File: config.mk
export PLATFORM = sky130hd
export DESIGN_NAME = huff_enc_sequencer_flat
export DESIGN_NICKNAME = d
export VERILOG_FILES = /design/src/rtl/huff_enc_sequencer_if.sv /design/src/rtl/huff_enc_sequencer.sv /design/src/flat_wrapper.sv
export SDC_FILE = /design/constraint.sdc
export NUM_CORES = 1
export LEC_CHECK = 0
export CAP_MARGIN = 20
export CORE_MARGIN = 2
export CORE_UTILIZATION = 53
export CTS_BUF_LIST = sky130_fd_sc_hd__clkbuf_2
export DETAILED_ROUTE_END_ITERATION = 7
export PLACE_DENSITY = 0.84
export SYNTH_ARGS = -nofsm -noshare
export SYNTH_HDL_FRONTEND = slang
export SYNTH_SLANG_ARGS = --single-unit
export TNS_END_PERCENT = 30
File: constraint.sdc
create_clock -name clk -period 5.5 [get_ports clk]
set_clock_uncertainty 0.15 [all_clocks]
set_input_delay 1.1 -clock clk [delete_from_list [all_inputs] [get_ports clk]]
set_output_delay 1.1 -clock clk [all_outputs]
set_load 0.01 [all_outputs]
File: src/rtl/huff_enc_sequencer_if.sv
// Job and result handshake bundle between a host and the Huffman encoder sequencer.
// The host side uses the master modport; the sequencer uses the slave modport.
interface huff_enc_sequencer_if;
  logic        job_valid;
  logic        job_ready;
  logic [23:0] job_sym;
  logic [8:0]  job_freq;
  logic        res_valid;
  logic        res_ready;
  logic [8:0]  res_value;
  logic [8:0]  res_mask;
  logic        res_err;

  modport master (
    output job_valid, job_sym, job_freq, res_ready,
    input  job_ready, res_valid, res_value, res_mask, res_err
  );

  modport slave (
    input  job_valid, job_sym, job_freq, res_ready,
    output job_ready, res_valid, res_value, res_mask, res_err
  );
endinterface

File: src/rtl/huff_enc_sequencer.sv
// Job-level sequencer for the 12-bit-io Huffman encoder core: reset core, load 3 symbols,
// wait for done, capture the {mask,value} words, and return them as a single result beat.
//
// state     | meaning
// IDLE      | job_ready high, waiting for a job handshake
// ENC_RST   | one-cycle enc_reset pulse to clear the core load counter and sticky done
// LOAD      | drive {1, freq, sym} for symbols 0..2, one per cycle
// WAIT_DONE | wait for done; abort with res_err when the timeout counter expires
// CAPTURE   | collect header/data words 1..6; done dropping aborts with res_err
// RESP      | hold the result until res_ready, then park the core and return to IDLE
module huff_enc_sequencer #(
  parameter int TIMEOUT_CYC = 64,
  parameter int TO_W        = 7
) (
  input  logic                  clk,
  input  logic                  reset,
  huff_enc_sequencer_if.slave   bus,
  output logic                  busy,
  output logic                  enc_reset,
  output logic [11:0]           enc_io_in,
  input  logic [11:0]           enc_io_out
);

  typedef enum logic [2:0] {IDLE, ENC_RST, LOAD, WAIT_DONE, CAPTURE, RESP} state_t;

  state_t          state;
  logic [23:0]     sym_q;
  logic [8:0]      freq_q;
  logic [1:0]      idx;
  logic [TO_W-1:0] to_cnt;
  logic [2:0]      wcnt;
  logic [2:0]      word_k;
  logic            done;
  logic            unused_io;

  assign done      = enc_io_out[8];
  assign word_k    = wcnt + 3'd1;
  assign unused_io = ^{enc_io_out[11:9], enc_io_out[7:6]};

  function automatic logic [11:0] load_word(input logic [1:0] i, input logic [23:0] s,
                                            input logic [8:0] f);
    case (i)
      2'd0:    return {1'b1, f[8:6], s[23:16]};
      2'd1:    return {1'b1, f[5:3], s[15:8]};
      default: return {1'b1, f[2:0], s[7:0]};
    endcase
  endfunction

  always_ff @(posedge clk) begin
    if (reset) begin
      state         <= IDLE;
      bus.job_ready <= 1'b0;
      bus.res_valid <= 1'b0;
      bus.res_value <= '0;
      bus.res_mask  <= '0;
      bus.res_err   <= 1'b0;
      busy          <= 1'b0;
      enc_reset     <= 1'b1;
      enc_io_in     <= '0;
      sym_q         <= '0;
      freq_q        <= '0;
      idx           <= '0;
      to_cnt        <= '0;
      wcnt          <= '0;
    end else begin
      case (state)
        IDLE: begin
          enc_reset     <= 1'b0;
          enc_io_in     <= '0;
          busy          <= 1'b0;
          bus.job_ready <= 1'b1;
          if (bus.job_valid && bus.job_ready) begin
            sym_q         <= bus.job_sym;
            freq_q        <= bus.job_freq;
            bus.job_ready <= 1'b0;
            bus.res_value <= '0;
            bus.res_mask  <= '0;
            bus.res_err   <= 1'b0;
            busy          <= 1'b1;
            enc_reset     <= 1'b1;
            state         <= ENC_RST;
          end
        end
        ENC_RST: begin
          enc_reset <= 1'b0;
          idx       <= 2'd0;
          enc_io_in <= load_word(2'd0, sym_q, freq_q);
          state     <= LOAD;
        end
        LOAD: begin
          if (idx == 2'd2) begin
            // load_flag must fall so the core's load counter stops advancing
            enc_io_in <= '0;
            to_cnt    <= '0;
            state     <= WAIT_DONE;
          end else begin
            idx       <= idx + 2'd1;
            enc_io_in <= load_word(idx + 2'd1, sym_q, freq_q);
          end
        end
        WAIT_DONE: begin
          if (done) begin
            wcnt  <= 3'd1;
            state <= CAPTURE;
          end else if (to_cnt == TO_W'(TIMEOUT_CYC - 1)) begin
            bus.res_err   <= 1'b1;
            bus.res_value <= '0;
            bus.res_mask  <= '0;
            bus.res_valid <= 1'b1;
            state         <= RESP;
          end else if (to_cnt != '1) begin
            to_cnt <= to_cnt + 1'b1;
          end
        end
        CAPTURE: begin
          if (!done) begin
            bus.res_err   <= 1'b1;
            bus.res_value <= '0;
            bus.res_mask  <= '0;
            bus.res_valid <= 1'b1;
            state         <= RESP;
          end else begin
            // even words carry data for symbol k/2-1; odd words are headers
            case (word_k)
              3'd2: begin
                bus.res_mask[8:6]  <= enc_io_out[5:3];
                bus.res_value[8:6] <= enc_io_out[2:0];
              end
              3'd4: begin
                bus.res_mask[5:3]  <= enc_io_out[5:3];
                bus.res_value[5:3] <= enc_io_out[2:0];
              end
              3'd6: begin
                bus.res_mask[2:0]  <= enc_io_out[5:3];
                bus.res_value[2:0] <= enc_io_out[2:0];
              end
              default: ;
            endcase
            if (word_k == 3'd6) begin
              bus.res_err   <= 1'b0;
              bus.res_valid <= 1'b1;
              state         <= RESP;
            end else begin
              wcnt <= word_k;
            end
          end
        end
        RESP: begin
          if (bus.res_valid && bus.res_ready) begin
            bus.res_valid <= 1'b0;
            bus.job_ready <= 1'b1;
            busy          <= 1'b0;
            enc_reset     <= 1'b1;
            state         <= IDLE;
          end
        end
        default: state <= IDLE;
      endcase
    end
  end

endmodule

File: src/flat_wrapper.sv
// flat-port wrapper written by rule: the top's interface ports become plain ports
module huff_enc_sequencer_flat 
#(
  parameter int TIMEOUT_CYC = 64,
  parameter int TO_W        = 7
)
  (clk, reset, busy, enc_reset, enc_io_in, enc_io_out, bus_job_valid, bus_job_sym, bus_job_freq, bus_res_ready, bus_job_ready, bus_res_valid, bus_res_value, bus_res_mask, bus_res_err);
  huff_enc_sequencer_if bus_i ();
  input  logic clk;
  input  logic reset;
  output logic busy;
  output logic enc_reset;
  output logic [11:0] enc_io_in;
  input  logic [11:0] enc_io_out;
  input wire logic [$bits(bus_i.job_valid)-1:0] bus_job_valid;
  input wire logic [$bits(bus_i.job_sym)-1:0] bus_job_sym;
  input wire logic [$bits(bus_i.job_freq)-1:0] bus_job_freq;
  input wire logic [$bits(bus_i.res_ready)-1:0] bus_res_ready;
  output wire logic [$bits(bus_i.job_ready)-1:0] bus_job_ready;
  output wire logic [$bits(bus_i.res_valid)-1:0] bus_res_valid;
  output wire logic [$bits(bus_i.res_value)-1:0] bus_res_value;
  output wire logic [$bits(bus_i.res_mask)-1:0] bus_res_mask;
  output wire logic [$bits(bus_i.res_err)-1:0] bus_res_err;
  assign bus_i.job_valid = bus_job_valid;
  assign bus_i.job_sym = bus_job_sym;
  assign bus_i.job_freq = bus_job_freq;
  assign bus_i.res_ready = bus_res_ready;
  assign bus_job_ready = bus_i.job_ready;
  assign bus_res_valid = bus_i.res_valid;
  assign bus_res_value = bus_i.res_value;
  assign bus_res_mask = bus_i.res_mask;
  assign bus_res_err = bus_i.res_err;
  huff_enc_sequencer #(.TIMEOUT_CYC(TIMEOUT_CYC), .TO_W(TO_W)) u_core (.clk(clk), .reset(reset), .bus(bus_i), .busy(busy), .enc_reset(enc_reset), .enc_io_in(enc_io_in), .enc_io_out(enc_io_out));
endmodule
==> Word-level counts from Yosys, hierarchy flattened <==
Index checks and enable logic that the tools add are counted.
Widths: inputs -> output; s select.
{ "totals": {"reg_bits": 83, "out_inout_bits": 35} }
{ "classes": {"addsub": 3, "n_eq_ne": 27, "n_mux": 51, "n_reduce_logical": 23} }
{ "ops": {"columns": ["op", "n"], "rows": [
  ["$pmux 9 s3", 2],
  ["$mux 3", 16],
  ["$mux 9", 5],
  ["$pmux 12 s3", 1],
  ["$reduce_and 5->1", 6],
  ["$mux 7", 4],
  ["$pmux 11 s2", 1],
  ["$pmux 3 s6", 1],
  ["$pmux 7 s2", 1],
  ["$eq 3x3->1 const B", 4],
  ["$mux 12", 1],
  ["$ne 2x2->1 const B", 6],
  ["$reduce_bool 3->1", 4],
  ["$mux 1", 11],
  ["$ne 2x1->1 const B", 5],
  ["$eq 3x2->1 const B", 3],
  ["$pmux 1 s3", 3],
  ["$reduce_and 2->1", 4],
  ["$reduce_bool 2->1", 4],
  ["$add 7x1->7 const B", 1],
  ["$eq 7x6->1 const B", 1],
  ["$ne 7x7->1 const B", 1],
  ["$ne 3x2->1 const B", 2],
  ["$ne 3x3->1 const B", 2],
  ["13 further kinds", 15]
]} }

==> Logic depth before layout (Yosys ltp) <==
Gate-level depths: netlist (run 1).
{ "depth": {"ltp_word": 5, "mapped_depth": 7, "depth_no_buf": 6} }

==> Worst setup path before layout (run 1) <==
OpenSTA, ideal clock, no wires.
{ "synth_path": {"path_type": "input to register", "start": "input port bus_job_valid", "end": "register u_core.state[2]", "setup_ns": 0.070, "arrival_ns": 2.092, "required_time_ns": 5.280, "slack_ns": 3.188, "stages": 4, "n_path_buf": 0, "path_cell_list": "nand2_1 -> o211a_2 -> or4_1 -> a21oi_1"} }
{ "synth_via": {"elab_chain_cells": 3} }
{ "synth_lines": {"columns": ["item", "line_no", "source"], "rows": [
  ["start: declaration", "flat_wrapper.sv:15", "input wire logic [$bits(bus_i.job_valid)-1:0] bus_job_valid;"],
  ["$logic_and 1x1->1", "huff_enc_sequencer.sv:72", "if (bus.job_valid && bus.job_ready) begin"],
  ["$ne 2x1->1 (no line)", null, null],
  ["$reduce_and 5->1 (no line)", null, null],
  ["end signal: assignment", "huff_enc_sequencer.sv:81", "state <= ENC_RST;"],
  ["end signal: assignment", "huff_enc_sequencer.sv:88", "state <= LOAD;"],
  ["end signal: assignment", "huff_enc_sequencer.sv:95", "state <= WAIT_DONE;"],
  ["end: declaration", "huff_enc_sequencer.sv:26", "state_t state;"]
]} }
No other way between the ends.
A chain may end at the register's enable or synchronous reset.

==> summary.md, run 1 <==
| Metric | Value |
|---|---|
| Run status | `finished clean` |
| Ys Warns | `0` |
| Clk buf depth | `2` |
| Post-Route Setup TNS | `0 ns` |
| Starting Density | `a little over half` |
| Pre-CTS setup slack | `between 2 and 2.5 ns` |
| Register area share after synthesis | `44.9%` |
| GRT Overall Usage | `23.1%` |
| Setup crit end kind | `flop` |
| Die Span Y | `slightly below 90 um` |
| Via/cell ratio | `5.76` |
| Total wire length | `between 8 and 9 mm` |
| DIE AREA | `~7700 um^2` |
| Netlist Area Pre-Place | `between 3000 and 4000 um^2` |
| Least-Margin Pin Slew | `about 1 ns` |
| Io pins | `84` |
| Slew Limit Fails | `0` |
| Fin area | `about 4600 um^2` |
| Simple-gate area share of the yosys netlist | `20.6%` |
| # clock sinks | `slightly above 80` |
| Peak supply drop | `around 0.2 mV` |
| Setup Viol. Count Final | `0` |
| Maximum fanout along the worst path | `57` |
| Row count | `30` |
| PwrDens | `~320 nW/um^2` |
| Total nets after synthesis | `approximately 490` |
| Drt pass-1 iters | `5` |
| Synth Area in XOR/XNOR | `less than 1%` |
| Initial antenna violation count | `0` |
| FMAX | `~350 MHz` |
| CTS H-tree lvls | `3` |
| Post-synth top area share | `44.9%` |
| Via count | `~3300` |
| Main combinational cell family by area after synthesis | `compound AO/OA/AOI/OAI gates` |
| Die Wd | `between 80 and 90 um` |
| Routed Antenna Nets | `0` |
| Synth Area in Compound Gates | `20.7%` |
| Core area | `just under 7000 um^2` |
| Remaining global-route overflow | `0` |
| Post-CTS sizing | `0` |
| Number of synthesized flops with an enable pin | `0` |
| Iteration-0 DRC Markers | `between 200 and 250` |
| Global-route wire length before repair | `around 14 mm` |
| Top cells by area, synth | `dfxtp_1 (45%), nand2_1 (11%), a21oi_1 (6.2%)` |
| Area delta synth->final | `24.3%` |
| Final hold violations | `0` |
| Root Driver | `clkbuf_2` |
| Multi-input gate area | `about 1800 um^2` |
| Cells after synthesis | `432` |
| Clk_lat worst skew | `between 0.5 and 0.6 ns` |
| Worst setup SP type | `input port` |
| Mux contribution to synthesized area | `approximately 5.8%` |
| Syn avg cell area | `~8.6 um^2` |
| RSZ-0062 raised after global routing | `false` |
| Min Tclk post-route | `2.83 ns` |
| Unique cell type count in the Yosys netlist | `53` |
| Post-synthesis register bit count | `83` |
| Clock Pin Slew Worst Setup and Hold Paths | `roughly 0.23 ns` |
| Synth Area in Adders | `around 2.4%` |
| CTS tree | `built` |
| Maxcap violations | `0` |
| Antenna diodes | `0` |
| Nets | `between 500 and 600` |
| Filler instances | `about 570` |
| DP Area | `4450 um^2` |
| Vias in the first global route | `roughly 3100` |
| DRC viols | `0` |
| Routability cong. | `about 0.77` |
| Critical path arrival | `~3.1 ns` |
| Largest net degree at the start of global routing | `58` |
| Leakage | `roughly 1.7 nW` |
| Routed len/inst | `about 15 um` |
| Final Cycle Share | `between 50 and 60%` |
| Slew HR | `between 30% and 40%` |
| Fin worst setup slack | `~2.7 ns` |
| Worst path required time | `around 5.8 ns` |
| Storage cell area | `1660 um^2` |
| Cts hold-fix bufs | `0` |
| Fraction of layout cells with a size suffix above 1 | `a little under 7%` |
| Worst Hold Class | `flop to flop` |
| HPWL Detailed | `approximately 5.7 mm` |
| Critical path class | `input port to flop` |
| Synth Flop Type | `dfxtp_1` |
| Post-synth ARST share | `0%` |
| Number of port buffers | `78` |
| Post-CTS setup buffer count | `0` |
| Clock buffer count from CTS | `9` |
| Post-synth top area cell | `dfxtp_1` |
## cells in the final DEF, fill, tap and decap left out, drive strengths merged, types with 3 or more instances in the layout
cell | synthesis | routed
buf | 12 | 4
ha | 7 | 7
nor2 | 20 | 20
dfxtp | 83 | 83
o211ai | 3 | 3
mux2i | 20 | 20
a22oi | 12 | 12
clkbuf | 18 | 9
clkdlybuf4s50 | 0 | 77
nand3 | 12 | 12
inv | 11 | 12
nor4 | 3 | 3
or4 | 6 | 6
o21ai | 20 | 20
a21oi | 46 | 46
nand2 | 106 | 106
o31ai | 6 | 6
a222oi | 11 | 11
## final cells by class
class | instances | area share (%)
Timing Repair Buffer | 81 | 17.4
Sequential cell | 83 | 36.2
Inverter | 11 | 0.899
Clock inverter | 7 | 2.21
Tap cell | 80 | 2.18
Clock buffer | 9 | 0.980
Multi-Input combinational cell | 308 | 40.2
## worst paths after layout
check                                                  endpoint  cells after the start                            start  slack, ns
worst max-delay path              u_core.to_cnt[2]$_SDFFE_PP0P_                      4                            reset       2.67
worst min-delay path            u_core.bus.res_err$_SDFFE_PP0P_                      2  u_core.bus.res_err$_SDFFE_PP0P_       0.32
worst max register to register    u_core.to_cnt[3]$_SDFFE_PP0P_                      3     u_core.state[1]$_SDFFE_PP0P_       3.16
worst min register to register  u_core.bus.res_err$_SDFFE_PP0P_                      2  u_core.bus.res_err$_SDFFE_PP0P_       0.32
## stage by stage
stage | total power [mW] | hold WS (ns) | instances | util [%]
6_report | 1.47 | 0.324 | 579 | 68.0
5_1_grt | 1.55 | 0.343 | 579 | 68.0
4_1_cts | 1.47 | 0.322 | 579 | 68.0
3_5_place_dp | 1.11 | 0.297 | 563 | 65.8
3_3_place_gp | 1.10 | 0.293 | 563 | 65.8
2_1_floorplan | 0.994 | 0.287 | 432 | -
## Yosys cell counts, types with 7 or more instances
| cell | count |
|---|---|
| inv_1 | 10 |
| mux2i_1 | 20 |
| buf_2 | 7 |
| a222oi_1 | 11 |
| nand2_1 | 106 |
| nor2_1 | 20 |
| dfxtp_1 | 83 |
| nand3_1 | 12 |
| o21ai_0 | 18 |
| a22oi_1 | 12 |
| a21oi_1 | 46 |
| ha_1 | 7 |
| clkbuf_1 | 18 |
## layer usage
layer | track usage, % | vias to the layer above | routed length (um) | share of wire [%]
met4 | 9.93 | 0 | 155 | 1.8
met3 | 3.60 | 17 | 514 | 6.1
met1 | 29.2 | 1539 | 3750 | 44
met2 | 39.2 | 122 | 4070 | 48
met5 | 0 | - | 0 | 0
li1 | - | 1655 | - | -
## report_power, final
group / total [mW] / internal (mW) / switching, mW
sequential: 0.721 / 0.657 / 0.0636
combinational: 0.376 / 0.161 / 0.215
clock: 0.373 / 0.153 / 0.220
## flip-flops by register name (all words and copies together) (netlist names)
signal,count
u_core.bus.job_ready,1
u_core.bus.res_err,1
u_core.bus.res_mask,9
u_core.bus.res_valid,1
u_core.bus.res_value,9
u_core.busy,1
u_core.enc_io_in,12
u_core.enc_reset,1
u_core.freq_q,9
u_core.idx,2
u_core.state,3
u_core.sym_q,24
u_core.to_cnt,7
u_core.wcnt,3
## critical path, cell delays in order
cell and delay [ns]:
buf_2 0.73, inv_1 0.68, o31ai_1 0.43, a21oi_1 0.08
## logic make-up (layout without fill, tap and decap cells)
kind of cell,after synthesis,count (layout)
AND/OR/NAND/NOR,164,164
multiplexers,21,21
flip-flops,83,83
buffers and inverters,41,108
XOR/XNOR,2,2
adder cells (fa/ha/maj),7,7
AO/OA/AOI/OAI,114,114
No activity file was read; power rests on OpenSTA's default activity.
==> run 2: changes to the inputs <==
Settings changed: CORE_UTILIZATION 53 to 52, PLACE_DENSITY 0.84 to 0.82.
Clock period 5.5 ns to 2.8 ns, I/O delays scaled along.
==> run 2 against run 1 <==
Worst hold slack worse by 0.11 ns. Sequential cell count unchanged. Combinational power grew 110%. Die area rose by 1.8%. Cell area grew 0.98%. Via count rose by 2.3%. Clock power grew 65%. Global-route usage increased by 1.4 points. Sequential power grew 94%. Non-clock buffer count rose by 8. First-iteration DRC count grew 33%. Sequential share of layout area is 0.35 points lower. Critical endpoint is now u_core.to_cnt[5]$_SDFFE_PP0P_. Highest routed layer unchanged.
==> summary.md, run 2 (synthesis gave the netlist of run 1 again) <==
| Metric | Value |
|---|---|
| Run status | `finished clean` |
| Fraction of layout cells with a size suffix above 1 | `between 8 and 9%` |
| Slew Limit Fails | `0` |
| Io pins | `84` |
| Global-route wire length before repair | `around 15 mm` |
| Largest registers | `u_core.sym_q: 24 flops, u_core.enc_io_in: 12 flops` |
| GRT Overall Usage | `between 20% and 30%` |
| Most frequent cells in the layout | `nand2_1 (106), dfxtp_1 (83), clkdlybuf4s50_1 (77)` |
| Post-CTS setup buffer count | `0` |
| PwrDens | `around 610 nW/um^2` |
| Routability cong. | `0.925` |
| Post-Route Setup TNS | `0 ns` |
| Iteration-0 DRC Markers | `between 300 and 400` |
| Largest Register | `u_core.sym_q` |
| Critical path arrival | `~2.7 ns` |
| Commonest non-fill, non-tap cell in the layout | `nand2_1` |
| Least-Margin Pin Slew | `between 0.8 and 0.9 ns` |
| Final hold violations | `0` |
| Critical path class | `flop to flop` |
| CTS tree | `built` |
| Via/cell ratio | `5.65` |
| Maximum fanout along the worst path | `20` |
| Nets | `~560` |
| Worst Hold Class | `input port to flop` |
| Routed Antenna Nets | `0` |
| Maxcap violations | `0` |
| Die Wd | `88.3 um` |
| Clk buf depth | `2` |
| Die Span Y | `roughly 88 um` |
| Clk_lat worst skew | `0.52 ns` |
| RSZ-0062 raised after global routing | `false` |
| CTS H-tree lvls | `3` |
| Area delta synth->final | `25.5%` |
| Worst path required time | `between 3 and 4 ns` |
| Via count | `around 3400` |
| Routed len/inst | `15.1 um` |
| Row count | `30` |
| # clock sinks | `83` |
| Hold_ws | `0.219 ns` |
| Post-CTS sizing | `0` |
| Setup crit end kind | `flop` |
| Clock Pin Slew Worst Setup and Hold Paths | `between 0.2 and 0.25 ns` |
| Peak supply drop | `0.394 mV` |
| Leakage | `roughly 1.7 nW` |
| HPWL Detailed | `6.32 mm` |
| Total wire length | `just over 9 mm` |
| Root Driver | `clkbuf_2` |
| Drt pass-1 iters | `5` |
| Vias in the first global route | `about 3300` |
| Number of port buffers | `78` |
| Slew HR | `roughly 46%` |
| Core area | `between 6000 and 7000 um^2` |
| Initial antenna violation count | `0` |
| Starting Density | `54.1%` |
| DIE AREA | `just under 8000 um^2` |
| Clock buffer count from CTS | `9` |
| Setup Viol. Count Final | `0` |
| Utilization after layout | `between 60 and 70%` |
| Largest net degree at the start of global routing | `56` |
| Worst setup SP type | `flop` |
| Cts hold-fix bufs | `0` |
| DRC viols | `0` |
| Max FFs per register | `24` |
| FMAX | `426 MHz` |
| Min Tclk post-route | `approximately 2.3 ns` |
| Final Cycle Share | `a little over four fifths` |
| Antenna diodes | `0` |
| Remaining global-route overflow | `0` |
run 2: cell count changes in the layout (fill, tap and decap cells not counted):
cell,previous run,this run
buf_4,3,11
bufinv_16,2,1
clkbuf_2,9,12
clkinv_2,0,1
clkinv_4,2,1
clkinvlp_4,2,1
inv_6,1,0
run 2: area by class of cell:
cell class	count	area (um^2)
clock inverter	4	51.3
clock buffer	12	60.1
inverter	11	41.3
fill	587	2190
timing repair buffer	89	858
multi-input combinational	308	1850
sequential	83	1660
tap	96	120
run 2: where the power goes:
part	internal, mW	leakage (nW)	switching, mW
logic	0.340	0.941	0.465
clock network	0.217	0.0722	0.398
registers	1.29	0.672	0.106
total	1.85	1.69	0.969
run 2: per-layer routing:
metal	part of all wire (%)	global-route usage (%)	vias to the layer above
met4	1.5	10.5	0
met3	5.6	4.94	12
met5	0	0	-
met2	51	40.9	115
li1	-	-	1664
met1	42	31.0	1617
run 2: through the flow:
step | area (um^2) | instances | worst slack [ns] | power [mW]
after floorplan | 3700 | 432 | 0.993 | 1.95
after global placement | 4530 | 587 | 0.327 | 2.19
after detailed placement | 4530 | 587 | 0.248 | 2.21
after CTS | 4640 | 603 | 0.482 | 2.82
after global routing | 4640 | 603 | 0.277 | 2.98
final | 4640 | 603 | 0.451 | 2.82
run 2: worst max-delay path: stages, from the launching register on:
cell	delay [ns]
dfxtp_1	0.84
o2111ai_1	0.52
or4_1	0.62
a21oi_1	0.15
run 2: worst paths after layout:
| check | depth (start not counted) | to | slack [ns] | from |
|---|---|---|---|---|
| worst max-delay path | 3 | u_core.to_cnt[5]$_SDFFE_PP0P_ | 0.45 | u_core.state[0]$_SDFFE_PP0P_ |
| worst min-delay path | 3 | u_core.state[0]$_SDFFE_PP0P_ | 0.22 | reset |
| worst max register to register | 3 | u_core.to_cnt[5]$_SDFFE_PP0P_ | 0.45 | u_core.state[0]$_SDFFE_PP0P_ |
| worst min register to register | 2 | u_core.sym_q[0]$_SDFFE_PP0P_ | 0.32 | u_core.sym_q[0]$_SDFFE_PP0P_ |
